<file path="src/rtl/add8_cla_if.sv">
// add8_cla_if: operand/result bundle for the registered 8-bit lookahead adder.
// Latency: n/a (wires only); the adder registers results one clock after sampling.
// Backpressure: none; a new operand triple may be presented every cycle.
//
// Signals:
//   A, B       8-bit operands (unsigned or two's complement, treated alike)
//   Cin        carry into bit 0
//   S          registered sum, (A + B + Cin) mod 256
//   carry_bits registered carry into each bit position (bit 0 = Cin)
//   Cout       registered carry out of bit 7
// master: operand source / result sink.  slave: the adder itself.
interface add8_cla_if;
  logic [7:0] A;
  logic [7:0] B;
  logic       Cin;
  logic [7:0] S;
  logic [7:0] carry_bits;
  logic       Cout;

  modport master (
    output A,
    output B,
    output Cin,
    input  S,
    input  carry_bits,
    input  Cout
  );

  modport slave (
    input  A,
    input  B,
    input  Cin,
    output S,
    output carry_bits,
    output Cout
  );
endinterface

</file>
<file path="src/rtl/add8_cla.sv">
// add8_cla: registered 8-bit adder with a flat carry-lookahead network (no ripple).
// Latency: 1 cycle; inputs sampled at a rising clock edge appear after that edge.
// Backpressure: none; accepts one operand triple per cycle, fully pipelined.
//
// Ports:
//   clock  rising-edge system clock
//   reset  asynchronous active-high; clears S, carry_bits and Cout immediately
//   bus    add8_cla_if.slave: A, B, Cin in; S, carry_bits, Cout out (registered)
module add8_cla (
  input  logic        clock,
  input  logic        reset,
  add8_cla_if.slave   bus
);

  logic [7:0] gen;
  logic [7:0] prop;
  logic [8:0] carry;
  logic [7:0] sum;

  // Carry into bit position pos, written as an independent sum of products:
  // the Cin term ANDed with every propagate below pos, plus one term per
  // generate bit j < pos ANDed with the propagates strictly between j and pos.
  // No term depends on another carry, so the depth stays flat for every bit.
  function automatic logic carry_into(
    input logic [7:0] g,
    input logic [7:0] p,
    input logic       cin,
    input int         pos
  );
    logic acc;
    logic term;
    acc  = 1'b0;
    term = cin;
    for (int k = 0; k < 8; k++) begin
      if (k < pos) term = term & p[k];
    end
    acc = acc | term;
    for (int j = 0; j < 8; j++) begin
      if (j < pos) begin
        term = g[j];
        for (int k = 0; k < 8; k++) begin
          if ((k > j) && (k < pos)) term = term & p[k];
        end
        acc = acc | term;
      end
    end
    return acc;
  endfunction

  always_comb begin
    gen   = bus.A & bus.B;
    prop  = bus.A ^ bus.B;
    carry = '0;
    carry[0] = bus.Cin;
    for (int i = 1; i <= 8; i++) begin
      carry[i] = carry_into(gen, prop, bus.Cin, i);
    end
    sum = prop ^ carry[7:0];
  end

  // Sum, carry vector and carry-out are captured on the same edge so they
  // always describe one operand triple.
  always_ff @(posedge clock or posedge reset) begin
    if (reset) begin
      bus.S          <= 8'h00;
      bus.carry_bits <= 8'h00;
      bus.Cout       <= 1'b0;
    end else begin
      bus.S          <= sum;
      bus.carry_bits <= carry[7:0];
      bus.Cout       <= carry[8];
    end
  end

endmodule

</file>
<file path="src/flat_wrapper.sv">
// flat-port wrapper written by rule: the top's interface ports become plain ports
module add8_cla_flat 
  (clock, reset, bus_A, bus_B, bus_Cin, bus_S, bus_carry_bits, bus_Cout);
  add8_cla_if bus_i ();
  input  logic clock;
  input  logic reset;
  input wire logic [$bits(bus_i.A)-1:0] bus_A;
  input wire logic [$bits(bus_i.B)-1:0] bus_B;
  input wire logic [$bits(bus_i.Cin)-1:0] bus_Cin;
  output wire logic [$bits(bus_i.S)-1:0] bus_S;
  output wire logic [$bits(bus_i.carry_bits)-1:0] bus_carry_bits;
  output wire logic [$bits(bus_i.Cout)-1:0] bus_Cout;
  assign bus_i.A = bus_A;
  assign bus_i.B = bus_B;
  assign bus_i.Cin = bus_Cin;
  assign bus_S = bus_i.S;
  assign bus_carry_bits = bus_i.carry_bits;
  assign bus_Cout = bus_i.Cout;
  add8_cla u_core (.clock(clock), .reset(reset), .bus(bus_i));
endmodule
</file>
<file path="config.mk">
export PLATFORM = sky130hd
export DESIGN_NAME = add8_cla_flat
export DESIGN_NICKNAME = d
export VERILOG_FILES = /design/src/rtl/add8_cla_if.sv /design/src/rtl/add8_cla.sv /design/src/flat_wrapper.sv
export SDC_FILE = /design/constraint.sdc
export NUM_CORES = 1
export LEC_CHECK = 0
export ABC_CLOCK_PERIOD_IN_PS = 900
export BUFFER_PORTS_ARGS = -buffer_cell sky130_fd_sc_hd__buf_2
export CAP_MARGIN = 30
export CORE_UTILIZATION = 50
export CTS_BUF_LIST = sky130_fd_sc_hd__clkbuf_4
export CTS_CLUSTER_SIZE = 40
export DETAILED_ROUTE_END_ITERATION = 8
export PLACE_DENSITY_LB_ADDON = 0.05
export SKIP_CTS_REPAIR_TIMING = 1
export SYNTH_ARGS = -nofsm -noshare
export SYNTH_HDL_FRONTEND = slang
export SYNTH_SLANG_ARGS = --single-unit
</file>
<file path="constraint.sdc">
create_clock -name clock -period 0.9 [get_ports clock]
set_input_delay 0.18 -clock clock [delete_from_list [all_inputs] [get_ports clock]]
set_output_delay 0.18 -clock clock [all_outputs]
set_load 0.05 [all_outputs]
</file>
==> impl_metrics.ini <==
[floorplanning]
die-area_sq_um = 1676
core-area_sq_um = 1350
die_w_um = 40.94
rows = 13
fp.dieH_um = 40.94
ios = 36
start_util_pct = 56.16

[logic_synthesis]
synth_top_family_by_area = adder cells
synthXorXnorAreaFrac_pct = 8.086
synth_mux_area_share_pct = 0
yosys.area_share.adder_pct = 17.49
synth_cells = 54
synth_area_leader_cell = dfrtp_1
synth_nets = 83
yosysWarningCount = 0
syn_area_per_cell_sq_um = 14.04
ys_async_sr_fraction_pct = 100.0
synth_commonest_cells = dfrtp_1 (17), ha_1 (9), inv_1 (6), xor2_1 (6)
synth_top_cell_area_share_pct = 56.11
ys_ff_latch = 17
synthFlopType = dfrtp_1
synthTopCellsByArea = dfrtp_1 (56%), ha_1 (15%), xor2_1 (6.9%), inv_1 (3.0%), fa_1 (2.6%)
synth_seq_area_share_pct = 56.11
synth_edf_count = 0
synth_area_sq_um = 758.2
yosys.area_share.simple_pct = 5.941
ys_types = 18
synth.most_common_cell = dfrtp_1
synth_compound_area_share_pct = 9.406

[detailed_routing]
firstDrtPassIters = 4
via_count = 651
wirelength_mm = 2.467
drc = 0
drt_iter0_markers = 13
wl_per_cell_um = 20.39
antenna_left = 0
viasPerCell = 5.380

[power_and_ir_drop]
p_switching_mw = 1.032
seq_power_share_pct = 36.6
power_frac_comb_pct = 45.0
internal_power_mw = 1.551
clockPowerShare_pct = 18.3
cellLeakagePower_nw = 0.6674
powerDensity_nw_per_um2 = 2014
peakVddDrop_uv = 1591
p_sw_share_pct = 39.95

[setup_path]
crit_required_ns = 1.10
cp_max_fo = 3
end_kind = register
cp_cell_sequence = buf_2 > ha_1 > a21oi_4 > and2b_1 > a311o_2 > xor2_1
crit_start = bus_B[4]
max_stage_delay_ns = 0.40
worstPathArrival_ns = 1.47
worstSetupPathType = in -> reg
slowest_stage = a311o_2
critical_path_buf_inv_count = 1
startpoint_type = input port
cpLargestDelayFamily = compound AO/OA/AOI/OAI gates

[global_route]
grt.busiest_layer = met2
use_met1_pct = 21.80
grt_max_degree = 18
grt_overflow_total = 0
first_global_vias = 513
track_usage_pct = 18.67
grt_pass1_wl_mm = 2.001
met2_usage_pct = 33.20
met3_usage_pct = 3.261
antenna_found_initial = 0

[timing]
rsz0062_at_grt = yes
worst_slew_pin_slew_ns = 0.2529
maxSlewViolCount = 0
setup_slack_ns = -0.3762
holdWs_ns = 0.1440
final.min_clock_period_ns = 1.276
fin_setup_tns_ns = -4.831
min_period_over_period_pct = 141.8
hold_viol = 0
setup_viol = 28
slew_headroom_pct = 83.11
clock.fmax_mhz = 783.6

[finish]
stdcell_count = 121
post-route-util_pct = 95.00
layout-drive-gt1-share_pct = 60.38
area_delta_synth_final_pct = 69.14
antenna_cells = 0
fin_nets = 136

[status]
violations = setup timing
outcome = finished with violations

[placed_design]
dp_hpwl_mm = 1.115
gp_congestion = 0.6530
portBuffers = 35
dp_cells = 115

[hold_path]
hold_start = bus_Cin
hold_end = u_core.bus.carry_bits[0]$_DFF_PP0_
worstHoldPathType = in -> reg
holdPathStages = 2

[clock_network]
cts_buffers = 3
htree_levels = 1
clockRootBuffer = clkbuf_4
cts_tree = built
cts_buffer_depth = 2
path_clk_slew_ns = 0.11
cts.sinks = 17

[flow_run]
drv_cap = 0
[power groups by stage]
stage	Clock [mW]	Combinational [mW]	Sequential, mW
finish	0.473	1.16	0.946
floorplan	0	0.206	1.35
global route	0.503	1.21	0.955
CTS	0.427	0.915	0.902
detailed placement	0	0.912	0.915
global placement	0	0.893	0.914
[sequential cells by signal, indices dropped and copies added (netlist names)]
register               cells
u_core.bus.S               8
u_core.bus.Cout            1
u_core.bus.carry_bits      8
[how the worst max path moves through the flow]
stage	to	slack, ns	cells after the start
finish	u_core.bus.S[7]$_DFF_PP0_	-0.38	6
global route	u_core.bus.S[7]$_DFF_PP0_	-0.36	6
CTS	u_core.bus.Cout$_DFF_PP0_	-0.46	6
detailed placement	u_core.bus.Cout$_DFF_PP0_	-0.77	6
global placement	u_core.bus.Cout$_DFF_PP0_	-0.72	7
floorplan	u_core.bus.Cout$_DFF_PP0_	-0.58	6
[cell usage in the layout, fill, tap and decap left out]
cell           instances
fa_2                   1
a21oi_4                1
nor3_2                 2
ha_1                   6
and2b_1                1
o21ai_4                1
xnor2_1                1
a21bo_4                1
and2_2                 1
nand2b_1               1
clkbuf_4               4
buf_4                 12
xor2_1                 6
nor2_1                 1
buf_6                 19
ha_4                   3
a21o_4                 1
buf_2                 15
a311o_2                1
dlygate4sd3_1          1
a21o_1                 2
buf_8                  1
a211oi_2               1
dfrtp_1               17
inv_1                  6
[layer usage]
metal	part of all wire (%)	routed length (um)	up-vias
met4	2.8	69	0
met1	35	852	313
met5	0	0	-
li1	-	-	283
met3	8.3	204	8
met2	54	1341	47
[cell type report]
class | instances | area [sq um]
inverters | 6 | 22.52
clock buffers | 4 | 30.03
multi-input cells | 31 | 381.6
flip-flops and latches | 17 | 425.4
fillers | 34 | 67.56
well taps | 15 | 18.77
repair buffers | 48 | 404.1
[kinds of logic (layout without fill, tap and decap cells)]
family / count (synthesis) / in the layout
AOI/OAI and AO/OA: 8 / 8
and+or+nand+nor: 6 / 6
buffers and inverters: 6 / 58
xor gates and xnor gates: 7 / 7
DFF: 17 / 17
adders and majority gates: 10 / 10
[through the flow]
stage | setup slack, ns | cell area [sq um] | power (mW)
3_3_place_gp | -0.7156 | 1062 | 1.807
2_1_floorplan | -0.5805 | 785.8 | 1.560
3_5_place_dp | -0.7655 | 1062 | 1.827
6_report | -0.3762 | 1282 | 2.583
4_1_cts | -0.4649 | 1092 | 2.244
5_1_grt | -0.3639 | 1282 | 2.664
Power figures use the tool's default switching activity.
